--- src/rtl/dbus_master_arbiter_pkg.sv ---
// Shared constants and types for the data-bus master arbiter: FSM encodings,
// master indices, and the latched request record.
package dbus_master_arbiter_pkg;

    localparam logic [1:0] ST_IDLE   = 2'd0;
    localparam logic [1:0] ST_ACCESS = 2'd1;
    localparam logic [1:0] ST_ACK    = 2'd2;

    localparam logic [1:0] MODE_NONE = 2'b00;

    localparam int MST_CPU = 0;
    localparam int MST_DBG = 1;
    localparam int MST_DMA = 2;

    // Access counter width; holds ACC_CYCLES-1 for ACC_CYCLES up to 15.
    localparam int CNT_W = 4;

    typedef struct packed {
        logic [31:0] address;
        logic [31:0] write_data;
        logic [1:0]  reqw;
        logic [1:0]  mode;
        logic        reqs;
    } bus_req_t;

    function automatic int idx_width(input int n);
        return (n > 1) ? $clog2(n) : 1;
    endfunction

endpackage

--- src/rtl/dbus_master_arbiter_rr_pick.sv ---
// Combinational round-robin picker: first eligible index scanning upward from
// the pointer, wrapping from NM-1 back to 0.
module rr_pick
    import dbus_master_arbiter_pkg::*;
#(
    parameter  int NM = 3,
    localparam int IW = idx_width(NM)
) (
    input  logic [NM-1:0] eligible,
    input  logic [IW-1:0] ptr,
    output logic [NM-1:0] winner_oh,
    output logic [IW-1:0] winner_idx,
    output logic          valid
);

    logic [IW:0] cand;

    // NOTE: every output gets a default before the scan so no path leaves a
    // value unassigned, which is what keeps this block free of latches.
    always_comb begin
        winner_oh  = '0;
        winner_idx = '0;
        valid      = 1'b0;
        cand       = '0;
        for (int k = 0; k < NM; k++) begin
            cand = {1'b0, ptr} + (IW+1)'(k);
            if (cand >= (IW+1)'(NM)) begin
                cand = cand - (IW+1)'(NM);
            end
            if (!valid && eligible[cand[IW-1:0]]) begin
                valid      = 1'b1;
                winner_idx = cand[IW-1:0];
            end
        end
        if (valid) begin
            winner_oh[winner_idx] = 1'b1;
        end
    end

endmodule

--- src/rtl/dbus_master_arbiter.sv ---
// Round-robin arbiter sharing one data bus between NM masters, one fixed-length
// transaction at a time: IDLE -> ACCESS (ACC_CYCLES) -> ACK -> IDLE.
module dbus_master_arbiter
    import dbus_master_arbiter_pkg::*;
#(
    parameter int NM          = 3,
    parameter int ACC_CYCLES  = 1,
    parameter int HALT_MASTER = MST_DBG
) (
    input  logic              clk,
    input  logic              reset,
    input  logic              ds_cpu_halt,
    input  logic [NM-1:0]     m_req,
    input  logic [32*NM-1:0]  m_address,
    input  logic [32*NM-1:0]  m_write_data,
    input  logic [2*NM-1:0]   m_reqw,
    input  logic [2*NM-1:0]   m_mode,
    input  logic [NM-1:0]     m_reqs,
    output logic [NM-1:0]     m_gnt,
    output logic [NM-1:0]     m_ack,
    output logic [31:0]       m_read_data,
    output logic [31:0]       slv_address,
    output logic [31:0]       slv_write_data,
    output logic [1:0]        slv_reqw,
    output logic [1:0]        slv_mode,
    output logic              slv_reqs,
    input  logic [31:0]       slv_read_data
);

    localparam int IW = idx_width(NM);

    logic [1:0]       state;
    logic [CNT_W-1:0] cnt;
    logic [IW-1:0]    rr_ptr;
    logic [IW-1:0]    owner_idx;
    bus_req_t         lat;
    bus_req_t         cand;

    logic [NM-1:0]    halt_mask;
    logic [NM-1:0]    eligible;
    logic [NM-1:0]    pick_oh;
    logic [IW-1:0]    pick_idx;
    logic             pick_valid;
    logic             bus_active;

    // While halted only the debug master may win; m_ack masks a held request
    // from being re-granted in the acknowledge cycle.
    always_comb begin
        halt_mask = ds_cpu_halt ? (NM'(1) << HALT_MASTER) : {NM{1'b1}};
        eligible  = m_req & ~m_ack & halt_mask;
    end

    rr_pick #(
        .NM(NM)
    ) u_pick (
        .eligible   (eligible),
        .ptr        (rr_ptr),
        .winner_oh  (pick_oh),
        .winner_idx (pick_idx),
        .valid      (pick_valid)
    );

    always_comb begin
        cand.address    = m_address[32*pick_idx +: 32];
        cand.write_data = m_write_data[32*pick_idx +: 32];
        cand.reqw       = m_reqw[2*pick_idx +: 2];
        cand.mode       = m_mode[2*pick_idx +: 2];
        cand.reqs       = m_reqs[pick_idx];
    end

    // NOTE: state registers use non-blocking assignments so every flop samples
    // the pre-edge values, independent of statement order.
    always_ff @(posedge clk or posedge reset) begin
        if (reset) begin
            state       <= ST_IDLE;
            cnt         <= '0;
            rr_ptr      <= '0;
            owner_idx   <= '0;
            lat         <= '0;
            m_gnt       <= '0;
            m_ack       <= '0;
            m_read_data <= '0;
        end else begin
            case (state)
                ST_IDLE: begin
                    if (pick_valid) begin
                        owner_idx <= pick_idx;
                        lat       <= cand;
                        m_gnt     <= pick_oh;
                        cnt       <= CNT_W'(ACC_CYCLES - 1);
                        state     <= ST_ACCESS;
                    end
                end
                ST_ACCESS: begin
                    if (cnt == '0) begin
                        m_read_data <= slv_read_data;
                        m_ack       <= m_gnt;
                        m_gnt       <= '0;
                        state       <= ST_ACK;
                    end else begin
                        cnt <= cnt - 1'b1;
                    end
                end
                ST_ACK: begin
                    m_ack  <= '0;
                    rr_ptr <= (owner_idx == IW'(NM - 1)) ? '0 : owner_idx + 1'b1;
                    state  <= ST_IDLE;
                end
                default: begin
                    m_gnt <= '0;
                    m_ack <= '0;
                    state <= ST_IDLE;
                end
            endcase
        end
    end

    // The slave bus only carries the latched request during ACCESS; a mode of
    // MODE_NONE everywhere else leaves the bus untouched.
    assign bus_active = (state == ST_ACCESS);

    always_comb begin
        slv_address    = bus_active ? lat.address    : '0;
        slv_write_data = bus_active ? lat.write_data : '0;
        slv_reqw       = bus_active ? lat.reqw       : '0;
        slv_mode       = bus_active ? lat.mode       : MODE_NONE;
        slv_reqs       = bus_active ? lat.reqs       : 1'b0;
    end

endmodule

--- config.mk ---
export PLATFORM = sky130hd
export DESIGN_NAME = dbus_master_arbiter
export DESIGN_NICKNAME = d
export VERILOG_FILES = /design/src/rtl/dbus_master_arbiter_pkg.sv /design/src/rtl/dbus_master_arbiter_rr_pick.sv /design/src/rtl/dbus_master_arbiter.sv
export SDC_FILE = /design/constraint.sdc
export NUM_CORES = 1
export LEC_CHECK = 0
export CORE_ASPECT_RATIO = 1.5
export CORE_MARGIN = 10
export CORE_UTILIZATION = 35
export DETAILED_ROUTE_END_ITERATION = 10
export GPL_ROUTABILITY_DRIVEN = 0
export PLACE_DENSITY_LB_ADDON = 0.15
export REMOVE_ABC_BUFFERS = 1
export SLEW_MARGIN = 15
export SYNTH_ARGS = -nofsm -noshare
export SYNTH_HDL_FRONTEND = slang
export SYNTH_SLANG_ARGS = --single-unit
--- constraint.sdc ---
create_clock -name clk -period 10 [get_ports clk]
set_input_delay 1.5 -clock clk [delete_from_list [all_inputs] [get_ports clk]]
set_output_delay 1.5 -clock clk [all_outputs]
set_load 0.05 [all_outputs]
## Word-level counts from Yosys, hierarchy flattened

Index checks and enable logic that the tools add are counted.
W data, S select, Z words.

| storage, ports and cells | value |
|---|---|
| output and inout bits | 107 |
| register bits after elaboration | 117 |
| logic and storage cells | 93 |
| bits of input ports | 245 |

| cells by class | value |
|---|---|
| shift-type cells | 4 |
| $lt $le $gt $ge | 8 |
| reductions and logical operators | 14 |
| bitwise operators | 5 |
| eq/ne operators | 6 |
| muxes and demuxes | 37 |
| $add $sub $neg | 7 |

Operators by type and width:

| kind | count |
|---|---|
| $shiftx A96 B8 Y32 | 2 |
| $mux W32 | 2 |
| $mux W2 | 11 |
| $lt A2 B3 Y1 const B | 4 |
| $mux W3 | 4 |
| $shiftx A6 B4 Y2 | 2 |
| $mux W1 | 9 |
| $pmux W3 S3 | 1 |
| $bmux W1 S2 | 4 |
| $mux W4 | 2 |
| $pmux W4 S2 | 1 |
| $reduce_and A2 Y1 | 4 |
| $and A3 B3 Y3 | 2 |
| $ge A3 B2 Y1 const B | 2 |
| $pmux W3 S2 | 1 |
| $reduce_and A3 Y1 | 2 |
| $sub A2 B2 Y2 const B | 3 |
| $eq A2 B2 Y1 const B | 2 |
| $logic_not A4 Y1 | 1 |
| $ne A2 B2 Y1 const B | 2 |
| $pmux W2 S2 | 1 |
| $sub A4 B1 Y4 const B | 1 |
| $add A2 B1 Y3 const B | 1 |
| $add A2 B2 Y3 const B | 1 |
| other kinds (12) | 16 |

## Longest topological paths before layout

| logic depth | value |
|---|---|
| word-level depth | 18 |
| depth in mapped cells | 11 |
| mapped depth without buffers | 7 |

## By module

A second synthesis with hierarchy kept.

| second synthesis, totals | value |
|---|---|
| cell total of the unflattened synthesis | 711 |
| area, all modules | 6,851.6 um^2 |

Modules (own cells, without submodules):

| module | times used | cells each | area an instance (um^2) | seq. area each (um^2) |
|---|---|---|---|---|
| dbus_master_arbiter | 1 | 668 | 6,526.3 | 2,927.8 |
| rr_pick | 1 | 43 | 325.3 | 0.0 |

## Worst setup path after synthesis

No wires, ideal clock.

| timing path | value |
|---|---|
| kind | input -> register |
| from | input m_req[1] |
| to | register lat[19] in the netlist's numbering |
| stages | 8 |
| setup slack | 6,697 ps |
| data arrival time | 3,179 ps |
| buffers on the path | 3 |
| required time | 9,875 ps |
| path through | nor2b_1 clkbuf_1 nor2_1 o21a_1 nor4_4 buf_4 buf_4 mux2_2 |

| between the ends | value |
|---|---|
| word-level cells in the longest chain between the ends | 12 |

RTL lines:

| what | line | source |
|---|---|---|
| from (decl) | dbus_master_arbiter.sv:13 | `input logic [NM-1:0] m_req,` |
| $and A3 B3 Y3 (*) (2 in a row) | dbus_master_arbiter.sv:50 | `eligible = m_req & ~m_ack & halt_mask;` |
| $bmux W1 S2 | dbus_master_arbiter_rr_pick.sv:30 | `if (!valid && eligible[cand[IW-1:0]]) begin` |
| $mux W1 (not written as such) | dbus_master_arbiter_rr_pick.sv:30 |  |
| $mux W1 | dbus_master_arbiter_rr_pick.sv:30 |  |
| $logic_not A1 Y1 | dbus_master_arbiter_rr_pick.sv:30 |  |
| $logic_and A1 B1 Y1 | dbus_master_arbiter_rr_pick.sv:30 |  |
| $mux W1 | dbus_master_arbiter_rr_pick.sv:30 |  |
| $logic_not A1 Y1 | dbus_master_arbiter_rr_pick.sv:30 |  |
| $logic_and A1 B1 Y1 | dbus_master_arbiter_rr_pick.sv:30 |  |
| $mux W2 or $mux W1 (tied branches) | dbus_master_arbiter_rr_pick.sv:30 |  |
| $shiftx A96 B8 Y32 or $reduce_and A2 Y1 (tied branches) | -- |  |
| to (signal assigned) | dbus_master_arbiter.sv:88 | `lat <= cand;` |
| to (decl) | dbus_master_arbiter.sv:36 | `bus_req_t lat;` |

Every way passes the cells marked *; elsewhere a longest branch is shown, timed or not. The select of a mux whose other input is x is not followed.
A chain may end at the register's enable or synchronous reset.

## Worst setup path in the final report

| timing path | value |
|---|---|
| from | register state[0] |
| to | output slv_address[17] |

| between the ends | value |
|---|---|
| word-level cells in the longest chain between the ends | 2 |

RTL lines:

| what | line | source |
|---|---|---|
| from (decl) | dbus_master_arbiter.sv:32 | `logic [1:0] state;` |
| from (signal assigned) | dbus_master_arbiter.sv:75 | `state <= ST_IDLE;` |
| from (signal assigned) | dbus_master_arbiter.sv:91 | `state <= ST_ACCESS;` |
| from (signal assigned) | dbus_master_arbiter.sv:99 | `state <= ST_ACK;` |
| $eq A2 B1 Y1 | dbus_master_arbiter.sv:120 | `assign bus_active = (state == ST_ACCESS);` |
| $mux W32 | dbus_master_arbiter.sv:123 | `slv_address = bus_active ? lat.address : '0;` |
| to (decl) | dbus_master_arbiter.sv:22 | `output logic [31:0] slv_address,` |

Every way passes these cells.

==> reports/metrics.yaml <==
status: "complete, no violations"
syn_inst: 801
post_drt_wl_per_cell_um: 21.7
yosys_most_used_dff: "dfrtp_1"
yosysSeqAreaShare_pct: 38.5
crit_arrival_ps: 2850
initial_core_util_pct: 35.3
swShare_pct: 46.2
seqCellArea_mm2: 0.00293
vias: 7531
synth_area_leaders: "dfrtp_1, mux2_2, o2111ai_1"
cts_buffers: 17
fill_cells: 1944
root_buffer: "clkbuf_16"
fin_skew_ps: 11.3
die_w_um: 140
slew_viol_final: 0
start_kind: "flip-flop"
clkSinkCount: 117
setup_viol: 0
rows: 66
worst_pin_slew_ps: 962
layout-drive-gt1-share_pct: 14.2
vdd_ir_drop_max_mv: 0.225
via_per_inst: 5.43
synth_top_area_share_pct: 38.5
gr-total-overflow: 0
utilization_pct: 54.9
crit_fanout: 72
power.share.clock_pct: 16.5
crit_required_ps: 8500
core_mm2: 0.0216
ctsLongestPathBuffers: 2
cts_resized: 0
cap_viol_max_count: 0
p_per_area_mw_per_mm2: 320
pwr-share-comb_pct: 61.5
yosys_warnings: 0
ios: 352
cts_tree: "yes"
synthDistinctLibCells: 49
postRouteAntennaNets: 0
drt_wl_total_um: 30000
multi_input_area_mm2: 0.00404
hold_buffers: 0
worstSkewPairLatency_ps: 420
power.switching_w: 0.00175
synth_edf_count: 0
portBuffers: 351
die_height_um: 201
hold_class: "reg2reg"
crit_path_top_delay_cell: "clkdlybuf4s50_1"
path_cells: "nor2b_4 > buf_4 > and2_1 > clkdlybuf4s50_1"
grt_usage_pct: 20.7
synth_seq_cells: 117
drt_pass1_iterations: 4
htree_levels: 4
maxSlewHeadroom_pct: 35.7
critPathKind: "reg2out"
drc: 0
synth.avg_cell_area_um2: 9.50
cpPeakStageDelay_ps: 880
grt_pass1_vias: 7959
fin_crit_sh_pct: 43.5
dr.first_iter.drc_count: 440
cp-end-kind: "primary output"
syn_to_final_growth_pct: 55.4
hold_viol: 0
p_int_w: 0.00204
postSynth.asyncResetShare_pct: 100
rsz0062_at_grt: "false"
fin_total_pwr_w: 0.00379
period_needed_ps: 4350
yosys.area.top_type: "dfrtp_1"
dieArea_mm2: 0.0282
pwr-share-seq_pct: 22.0
grt_pass1_wl_um: 46500
post_cts_buffers: 0
fmax_mhz: 230
cts.reportedPaths.clkPinSlew_ps: 60
synth_area_mm2: 0.00761
grt_max_degree: 76
fin_setup_tns_ps: 0
final_nets: 1352
antenna_found_initial: 1
leakage_nw: 4.78
hpwl_um: 21600
holdWs_ps: 446
[worst max-delay path, delay by kind of cell, from the launching register on]
family	cells	cell delay, ps
buffers and inverters	2	1420
and+or+nand+nor	2	430
DFF	1	530
[per-stage QoR]
step	cell area, um2	instances	setup WS [ps]
floorplan	7200	718	2410
global placement	11200	1356	5290
detailed placement	11200	1356	5310
CTS	11800	1386	5620
global route	11800	1387	5500
finish	11800	1387	5650
[state kept, by name, indices dropped and copies added (netlist names)]
| signal | cells |
|---|---|
| lat | 69 |
| m_read_data | 32 |
| cnt | 4 |
| m_ack | 3 |
| m_gnt | 3 |
| owner_idx | 2 |
| rr_ptr | 2 |
| state | 2 |
[kinds of logic after synthesis]
logic type | synth area share (%)
fa+ha+maj | 0.657
compound gates | 17.5
xor+xnor | 0.230
flops | 38.5
simple gates | 18.6
mux | 15.3
buf+inv | 9.29
[final timing paths]
path	start	to	slack, ps	depth (start not counted)
worst max-delay path	state[0]$_DFFE_PP0P_	slv_address[17]	5650	4
worst min-delay path	owner_idx[0]$_DFFE_PP0P_	rr_ptr[0]$_DFFE_PP0N_	450	1
worst max register to register	rr_ptr[0]$_DFFE_PP0N_	lat[30]$_DFFE_PP0P_	6170	9
worst min register to register	owner_idx[0]$_DFFE_PP0P_	rr_ptr[0]$_DFFE_PP0N_	450	1
max in group asynchronous	reset	lat[62]$_DFFE_PP0P_	7110	3
min in group asynchronous	reset	m_read_data[4]$_DFFE_PP0P_	1620	2
[cell type report]
class / count / area share [%]
well taps: 272 / 2.88
diodes: 1 / 0.0211
multi-input cells: 522 / 34.1
clock buffers: 20 / 3.94
flip-flops and latches: 117 / 24.7
inverters: 79 / 2.53
repair buffers: 366 / 30.6
clock inverters: 10 / 1.10
[power groups by stage]
stage	Clock, W	Combinational, W	Sequential [W]
floorplan	0	0.00132	0.00107
global route	0.000657	0.00249	0.000865
detailed placement	0	0.00235	0.000841
CTS	0.000641	0.00235	0.000835
global placement	0	0.00233	0.000833
finish	0.000626	0.00233	0.000833
[cells in the final DEF (no fill, tap or decap), drive strengths merged, types with 3 or more instances in the layout]
| cell type | instances |
|---|---|
| buf | 15 |
| mux2 | 101 |
| nor3 | 3 |
| clkinv | 5 |
| bufinv | 3 |
| ha | 4 |
| o2111ai | 69 |
| nor2 | 11 |
| nand3 | 4 |
| o31ai | 72 |
| nand4 | 70 |
| o21ai | 4 |
| inv | 79 |
| dfrtp | 117 |
| and2 | 70 |
| nor4 | 3 |
| or3b | 4 |
| clkdlybuf4s50 | 351 |
| nand2 | 81 |
| clkbuf | 20 |
| mux2i | 3 |
[metal layers]
| metal | part of all wire (%) | wire [um] | track usage (%) |
|---|---|---|---|
| met1 | 37 | 11100 | 22.2 |
| met4 | 4.0 | 1190 | 9.91 |
| met3 | 8.3 | 2500 | 6.91 |
| met5 | 0 | 0 | 0 |
| met2 | 51 | 15200 | 35.5 |
[synth_stat cells, types with 4 or more instances]
| cell | count |
|---|---|
| and2_1 | 70 |
| buf_2 | 13 |
| buf_4 | 7 |
| buf_6 | 7 |
| clkbuf_1 | 52 |
| dfrtp_1 | 117 |
| ha_1 | 4 |
| inv_1 | 79 |
| mux2_1 | 14 |
| mux2_2 | 87 |
| nand2_1 | 81 |
| nand3_1 | 4 |
| nand4_1 | 70 |
| nor2_1 | 11 |
| o2111ai_1 | 69 |
| o31ai_1 | 62 |
| o31ai_2 | 10 |
No activity file was read; power rests on OpenSTA's default activity.
